==> src/rtl/jtag_vector_engine_if.sv <==
// rtl/jtag_vector_engine_if.sv - RX/TX FIFO handshake bundle for the JTAG vector engine
// Ports (master = engine side):
//   rx_empty, rx_rd_data : from RX FIFO      rx_rd_en   : read strobe to RX FIFO
//   tx_full              : from TX FIFO      tx_wr_en, tx_wr_data : write to TX FIFO
interface jtag_vector_engine_if #(
  parameter int DW = 8
);
  logic          rx_empty;
  logic          rx_rd_en;
  logic [DW-1:0] rx_rd_data;
  logic          tx_full;
  logic          tx_wr_en;
  logic [DW-1:0] tx_wr_data;

  modport master (
    input  rx_empty, rx_rd_data, tx_full,
    output rx_rd_en, tx_wr_en, tx_wr_data
  );

  modport slave (
    output rx_empty, rx_rd_data, tx_full,
    input  rx_rd_en, tx_wr_en, tx_wr_data
  );
endinterface

==> src/rtl/jtag_vector_engine.sv <==
// rtl/jtag_vector_engine.sv - JTAG bit-banging engine fed from RX FIFO, TDO packed into TX FIFO
// Ports:
//   clk, rst          : clock, synchronous active-high reset
//   fifo (master)     : RX FIFO read side and TX FIFO write side
//   flush             : pulse, emit a pending half-word from IDLE
//   busy              : state != IDLE
//   half_pending      : low half of the TX word is held
//   TCK, TMS, TDI     : JTAG drive; TDO : JTAG return (already synchronised)
module jtag_vector_engine #(
  parameter int DW  = 8,
  parameter int DIV = 1
) (
  input  logic                 clk,
  input  logic                 rst,
  jtag_vector_engine_if.master fifo,
  input  logic                 flush,
  output logic                 busy,
  output logic                 half_pending,
  output logic                 TCK,
  output logic                 TMS,
  output logic                 TDI,
  input  logic                 TDO
);
  localparam int V  = DW / 2;
  localparam int IW = (V > 1) ? $clog2(V) : 1;
  localparam logic [7:0]    DIV_LAST = 8'(DIV - 1);
  localparam logic [IW-1:0] IDX_LAST = IW'(V - 1);

  typedef enum logic [2:0] {IDLE, LOAD, SHIFT_LO, SHIFT_HI, COMMIT} state_t;

  state_t         state, state_n;
  logic [7:0]     div_cnt, div_cnt_n;
  logic [IW-1:0]  bit_idx, bit_idx_n;
  logic [V-1:0]   tms_vec, tms_vec_n, tdi_vec, tdi_vec_n;
  logic [V-1:0]   tdo_vec, tdo_vec_n, low_half, low_half_n;
  logic           flush_req, flush_req_n, half_n;
  logic           rd_en, rd_en_n, wr_en, wr_en_n;
  logic [DW-1:0]  wr_data, wr_data_n;
  logic           tck_n, tms_n, tdi_n;
  logic           div_tc;

  assign div_tc          = (div_cnt == DIV_LAST);
  assign busy            = (state != IDLE);
  assign fifo.rx_rd_en   = rd_en;
  assign fifo.tx_wr_en   = wr_en;
  assign fifo.tx_wr_data = wr_data;

  always_comb begin
    state_n     = state;
    div_cnt_n   = div_cnt;
    bit_idx_n   = bit_idx;
    tms_vec_n   = tms_vec;
    tdi_vec_n   = tdi_vec;
    tdo_vec_n   = tdo_vec;
    low_half_n  = low_half;
    flush_req_n = flush_req | flush;
    half_n      = half_pending;
    rd_en_n     = 1'b0;
    wr_en_n     = 1'b0;
    wr_data_n   = wr_data;
    tck_n       = TCK;
    tms_n       = TMS;
    tdi_n       = TDI;
    case (state)
      IDLE: begin
        // A pulse arriving in the servicing cycle stays latched for later.
        if (flush_req) begin
          if (half_pending) begin
            if (!fifo.tx_full) begin
              wr_data_n   = {{V{1'b0}}, low_half};
              wr_en_n     = 1'b1;
              half_n      = 1'b0;
              flush_req_n = flush;
            end
          end else begin
            flush_req_n = flush;
          end
        end else if (!fifo.rx_empty) begin
          rd_en_n = 1'b1;
          state_n = LOAD;
        end
      end
      LOAD: begin
        // First LOAD cycle carries the read strobe; FIFO data is valid on the second.
        if (!rd_en) begin
          tms_vec_n = fifo.rx_rd_data[DW-1:V];
          tdi_vec_n = fifo.rx_rd_data[V-1:0];
          tms_n     = fifo.rx_rd_data[V];
          tdi_n     = fifo.rx_rd_data[0];
          tck_n     = 1'b0;
          bit_idx_n = '0;
          div_cnt_n = '0;
          state_n   = SHIFT_LO;
        end
      end
      SHIFT_LO: begin
        if (div_tc) begin
          tck_n              = 1'b1;
          tdo_vec_n[bit_idx] = TDO;
          div_cnt_n          = '0;
          state_n            = SHIFT_HI;
        end else begin
          div_cnt_n = div_cnt + 8'd1;
        end
      end
      SHIFT_HI: begin
        if (div_tc) begin
          tck_n     = 1'b0;
          div_cnt_n = '0;
          if (bit_idx == IDX_LAST) begin
            state_n = COMMIT;
          end else begin
            bit_idx_n = bit_idx + 1'b1;
            tms_n     = tms_vec[bit_idx_n];
            tdi_n     = tdi_vec[bit_idx_n];
            state_n   = SHIFT_LO;
          end
        end else begin
          div_cnt_n = div_cnt + 8'd1;
        end
      end
      COMMIT: begin
        if (!half_pending) begin
          low_half_n = tdo_vec;
          half_n     = 1'b1;
          state_n    = IDLE;
        end else if (!fifo.tx_full) begin
          wr_data_n = {tdo_vec, low_half};
          wr_en_n   = 1'b1;
          half_n    = 1'b0;
          state_n   = IDLE;
        end
      end
      default: state_n = IDLE;
    endcase
  end

  always_ff @(posedge clk) begin
    if (rst) begin
      state        <= IDLE;
      div_cnt      <= '0;
      bit_idx      <= '0;
      tms_vec      <= '0;
      tdi_vec      <= '0;
      tdo_vec      <= '0;
      low_half     <= '0;
      flush_req    <= 1'b0;
      half_pending <= 1'b0;
      rd_en        <= 1'b0;
      wr_en        <= 1'b0;
      wr_data      <= '0;
      TCK          <= 1'b0;
      TMS          <= 1'b0;
      TDI          <= 1'b0;
    end else begin
      state        <= state_n;
      div_cnt      <= div_cnt_n;
      bit_idx      <= bit_idx_n;
      tms_vec      <= tms_vec_n;
      tdi_vec      <= tdi_vec_n;
      tdo_vec      <= tdo_vec_n;
      low_half     <= low_half_n;
      flush_req    <= flush_req_n;
      half_pending <= half_n;
      rd_en        <= rd_en_n;
      wr_en        <= wr_en_n;
      wr_data      <= wr_data_n;
      TCK          <= tck_n;
      TMS          <= tms_n;
      TDI          <= tdi_n;
    end
  end
endmodule

==> src/flat_wrapper.sv <==
// flat-port wrapper written by rule: the top's interface ports become plain ports
module jtag_vector_engine_flat 
#(
  parameter int DW  = 8,
  parameter int DIV = 1
)
  (clk, rst, flush, busy, half_pending, TCK, TMS, TDI, TDO, fifo_rx_empty, fifo_rx_rd_data, fifo_tx_full, fifo_rx_rd_en, fifo_tx_wr_en, fifo_tx_wr_data);
  jtag_vector_engine_if #(.DW(DW)) fifo_i ();
  input  logic clk;
  input  logic rst;
  input  logic flush;
  output logic busy;
  output logic half_pending;
  output logic TCK;
  output logic TMS;
  output logic TDI;
  input  logic TDO;
  input wire logic [$bits(fifo_i.rx_empty)-1:0] fifo_rx_empty;
  input wire logic [$bits(fifo_i.rx_rd_data)-1:0] fifo_rx_rd_data;
  input wire logic [$bits(fifo_i.tx_full)-1:0] fifo_tx_full;
  output wire logic [$bits(fifo_i.rx_rd_en)-1:0] fifo_rx_rd_en;
  output wire logic [$bits(fifo_i.tx_wr_en)-1:0] fifo_tx_wr_en;
  output wire logic [$bits(fifo_i.tx_wr_data)-1:0] fifo_tx_wr_data;
  assign fifo_i.rx_empty = fifo_rx_empty;
  assign fifo_i.rx_rd_data = fifo_rx_rd_data;
  assign fifo_i.tx_full = fifo_tx_full;
  assign fifo_rx_rd_en = fifo_i.rx_rd_en;
  assign fifo_tx_wr_en = fifo_i.tx_wr_en;
  assign fifo_tx_wr_data = fifo_i.tx_wr_data;
  jtag_vector_engine #(.DW(DW), .DIV(DIV)) u_core (.clk(clk), .rst(rst), .fifo(fifo_i), .flush(flush), .busy(busy), .half_pending(half_pending), .TCK(TCK), .TMS(TMS), .TDI(TDI), .TDO(TDO));
endmodule
==> config.mk <==
export PLATFORM = sky130hd
export DESIGN_NAME = jtag_vector_engine_flat
export DESIGN_NICKNAME = d
export VERILOG_FILES = /design/src/rtl/jtag_vector_engine_if.sv /design/src/rtl/jtag_vector_engine.sv /design/src/flat_wrapper.sv
export SDC_FILE = /design/constraint.sdc
export NUM_CORES = 1
export LEC_CHECK = 0
export ABC_CLOCK_PERIOD_IN_PS = 1850
export BUFFER_PORTS_ARGS = -buffer_cell sky130_fd_sc_hd__buf_2
export CORE_ASPECT_RATIO = 1.25
export CORE_MARGIN = 1.5
export CORE_UTILIZATION = 46
export DETAILED_ROUTE_END_ITERATION = 8
export MAX_ROUTING_LAYER = met4
export PLACE_DENSITY_LB_ADDON = 0.3
export SLEW_MARGIN = 10
export SYNTH_ARGS = -nofsm -noshare
export SYNTH_HDL_FRONTEND = slang
export SYNTH_SLANG_ARGS = --single-unit
export TNS_END_PERCENT = 10
==> constraint.sdc <==
create_clock -name clk -period 1.85 [get_ports clk]
set_input_delay 0 -clock clk [delete_from_list [all_inputs] [get_ports clk]]
set_output_delay 0 -clock clk [all_outputs]
set_load 0.02 [all_outputs]
==> results.tsv <==
metric	value	unit
slew_headroom	67.5	%
worst_pin_slew	0.485	ns
syn2layout_area_growth	28.1	%
diodes	0	
crit_required	2.07	ns
seq_area_frac_synth	43.5	%
first_iter_violations	62	
multi_input_area	1070	µm²
worst_slack	-0.0980	ns
first_pass_iters	4	
synthTopCellsByArea	dfxtp_1 43%, mux2i_1 8.4%, a21oi_1 4.9%, nor2_1 4.6%, nand2_1 3.9%	
final_cells	343	
yosys-top-cells-count	44 x dfxtp_1, 25 x nor2_1, 21 x nand2_1	
synthFlopType	dfxtp_1	
crit_type	flop to flop	
coreArea	4160	µm²
synth-seq-cells	44	
cp_slowest_stage_delay	0.53	ns
finalSetupViolCount	3	
crit_path_end_kind	flop	
critPathBufInv	1	
cts_max_level	2	
peakVddDrop	0.483	mV
critPathLaunchType	flop	
violations	setup timing	
path_cells	inv_2, ha_1, or4b_4, or4_4, or3_1, o31ai_1	
syn_nets	250	
cp.depth	6	
synth_area	2030	µm²
grt_start_max_net_pins	23	
power_density	804	nW/µm²
viasPerCell	5.19	
final_core_util	62.4	%
dp_hpwl	3.01	mm
synth_edf_count	0	
final_hold_viol_count	0	
fp-row-count	26	
start_util	48.7	%
yosysMostFrequentCell	dfxtp_1	
io_pins	29	
antenna_found_initial	0	
cts_buffers	5	
worstPathArrival	2.16	ns
synth_area_per_cell	8.81	µm²
cts.clk_slew.worst_paths	0.09	ns
grt_use_total	19.7	%
grt_pass1_wl	7.40	mm
timing.final.crit_period	1.95	ns
wirelength	4.43	mm
place_ws	-0.161	ns
yosysTopAreaCellShare	43.5	%
fmax	513	MHz
grt_pass1_vias	1622	
synth_cell_types	41	
drive_gt1_share	25.8	%
hold_depth	3	
ff_latch_area	882	µm²
gr-total-overflow	0	
fin_nets	306	
post-route-period-util	105	%
finalSetupTns	-0.142	ns
ctsRootBufferMaster	clkbuf_8	
finClkSkew	0.00534	ns
yosysWarnings	0	
hold_slack	0.0297	ns
status	finished with violations	
die_area	4820	µm²
rsz0062_at_grt	yes	
reg2regPathDepth	6	
dr_total_vias	1780	
synth_area_leader_cell	dfxtp_1	
cap_violations	0	
ant_nets	0	
crit_family	simple AND/OR/NAND/NOR gates	
clock_latency	0.30	ns
p_leak	0.00102	µW
drv_slew	0	
cts_sinks	44	
dp_cells	324	
dieHeight	77.2	µm
synthCells	230	
critPathMaxFanout	5	
hold_class	input pin to flop	
portBuffers	28	
synthArstFlopShare	0	%
cts_tree	built	
fillerInstances	388	
gp_congestion	0.785	
post_cts_buffers	0	
cpMaxStageDelayCell	or4_4	
wl_per_cell	12.9	µm
drc	0	
die_x	62.4	µm
clockBufferDepth	2	
[timing repair]
item / in CTS / in global routing
setup endpoints to repair: 13 / 15
resized for setup: 4 / 4
pin swaps: 2 / 0
endpoints found under the hold margin: 13 / 0
hold buffers: 11 / 0
[cell usage in the layout (no fill, tap or decap), drive strengths merged, types with 2 or more instances in the layout]
master and n:
buf 52, dfxtp 44, nor2 25, nand2 21, a21oi 20, mux2i 17
nand3 11, dlygate4sd3 11, inv 8, a211oi 6, ha 6, clkbuf 5
nor2b 4, nor3 4, and2 4, o31ai 4, or3 4, or4 4
o21ai 4, a21bo 3, nor4 3, a221oi 2, nand2b 2, xnor2 2
o211ai 2, nand4 2, a21boi 2, nor4b 2
[worst reg2reg max path: stages (launching register included)]
cell and delay (ns):
dfxtp_2 0.33, inv_2 0.04, ha_1 0.12, or4b_4 0.47, or4_4 0.53, or3_1 0.32
o31ai_1 0.06
[where the power goes]
part	switching (µW)	internal (µW)
registers	30.3	987
clock network	334	400
logic	196	141
[metrics by stage]
stage / power, µW / area [µm²]
floorplan: 1240 / 2030
global placement: 1340 / 2350
detailed placement: 1340 / 2350
CTS: 2090 / 2580
global route: 2180 / 2600
finish: 2090 / 2600
[logic make-up after synthesis]
kind of cell | after synthesis | share of synthesized area [%]
flops | 44 | 43.5
compound gates | 46 | 14.7
simple gates | 92 | 23.3
mux | 17 | 8.39
buf+inv | 22 | 5.19
xor+xnor | 3 | 1.30
fa+ha+maj | 6 | 3.70
[flip-flops by register name, indices dropped and copies added, names as in the netlist, 2 cells and up]
signal / flops
u_core.tms_vec: 4
u_core.div_cnt: 8
u_core.state: 3
u_core.low_half: 4
u_core.tdi_vec: 4
u_core.fifo.tx_wr_data: 8
u_core.bit_idx: 2
u_core.tdo_vec: 4
[final cells by class]
class                   count  share of cell area, %
multi-input cells         164                   41.2
clock buffers               5                   2.65
flip-flops and latches     44                   34.0
well taps                  56                   2.70
clock inverters             3                   1.64
repair buffers             63                   16.7
inverters                   8                   1.16
[per-layer routing]
metal	vias up	wire length [µm]	global-route usage, %
li1	919	-	-
met1	836	1980	23.5
met2	18	2270	33.0
met3	7	99	3.67
met4	0	82	7.56
met5	-	0	-
[path summary, 6_finish.rpt]
kind / from / endpoint / slack (ns)
max: u_core.div_cnt[0] / u_core.bit_idx[0] / -0.1
min: fifo_tx_full / u_core.state[2] / 0.03
max reg2reg: u_core.div_cnt[0] / u_core.bit_idx[0] / -0.1
min reg2reg: u_core.tms_vec[1] / u_core.tms_vec[1] / 0.46
No activity file was read; power rests on OpenSTA's default activity.
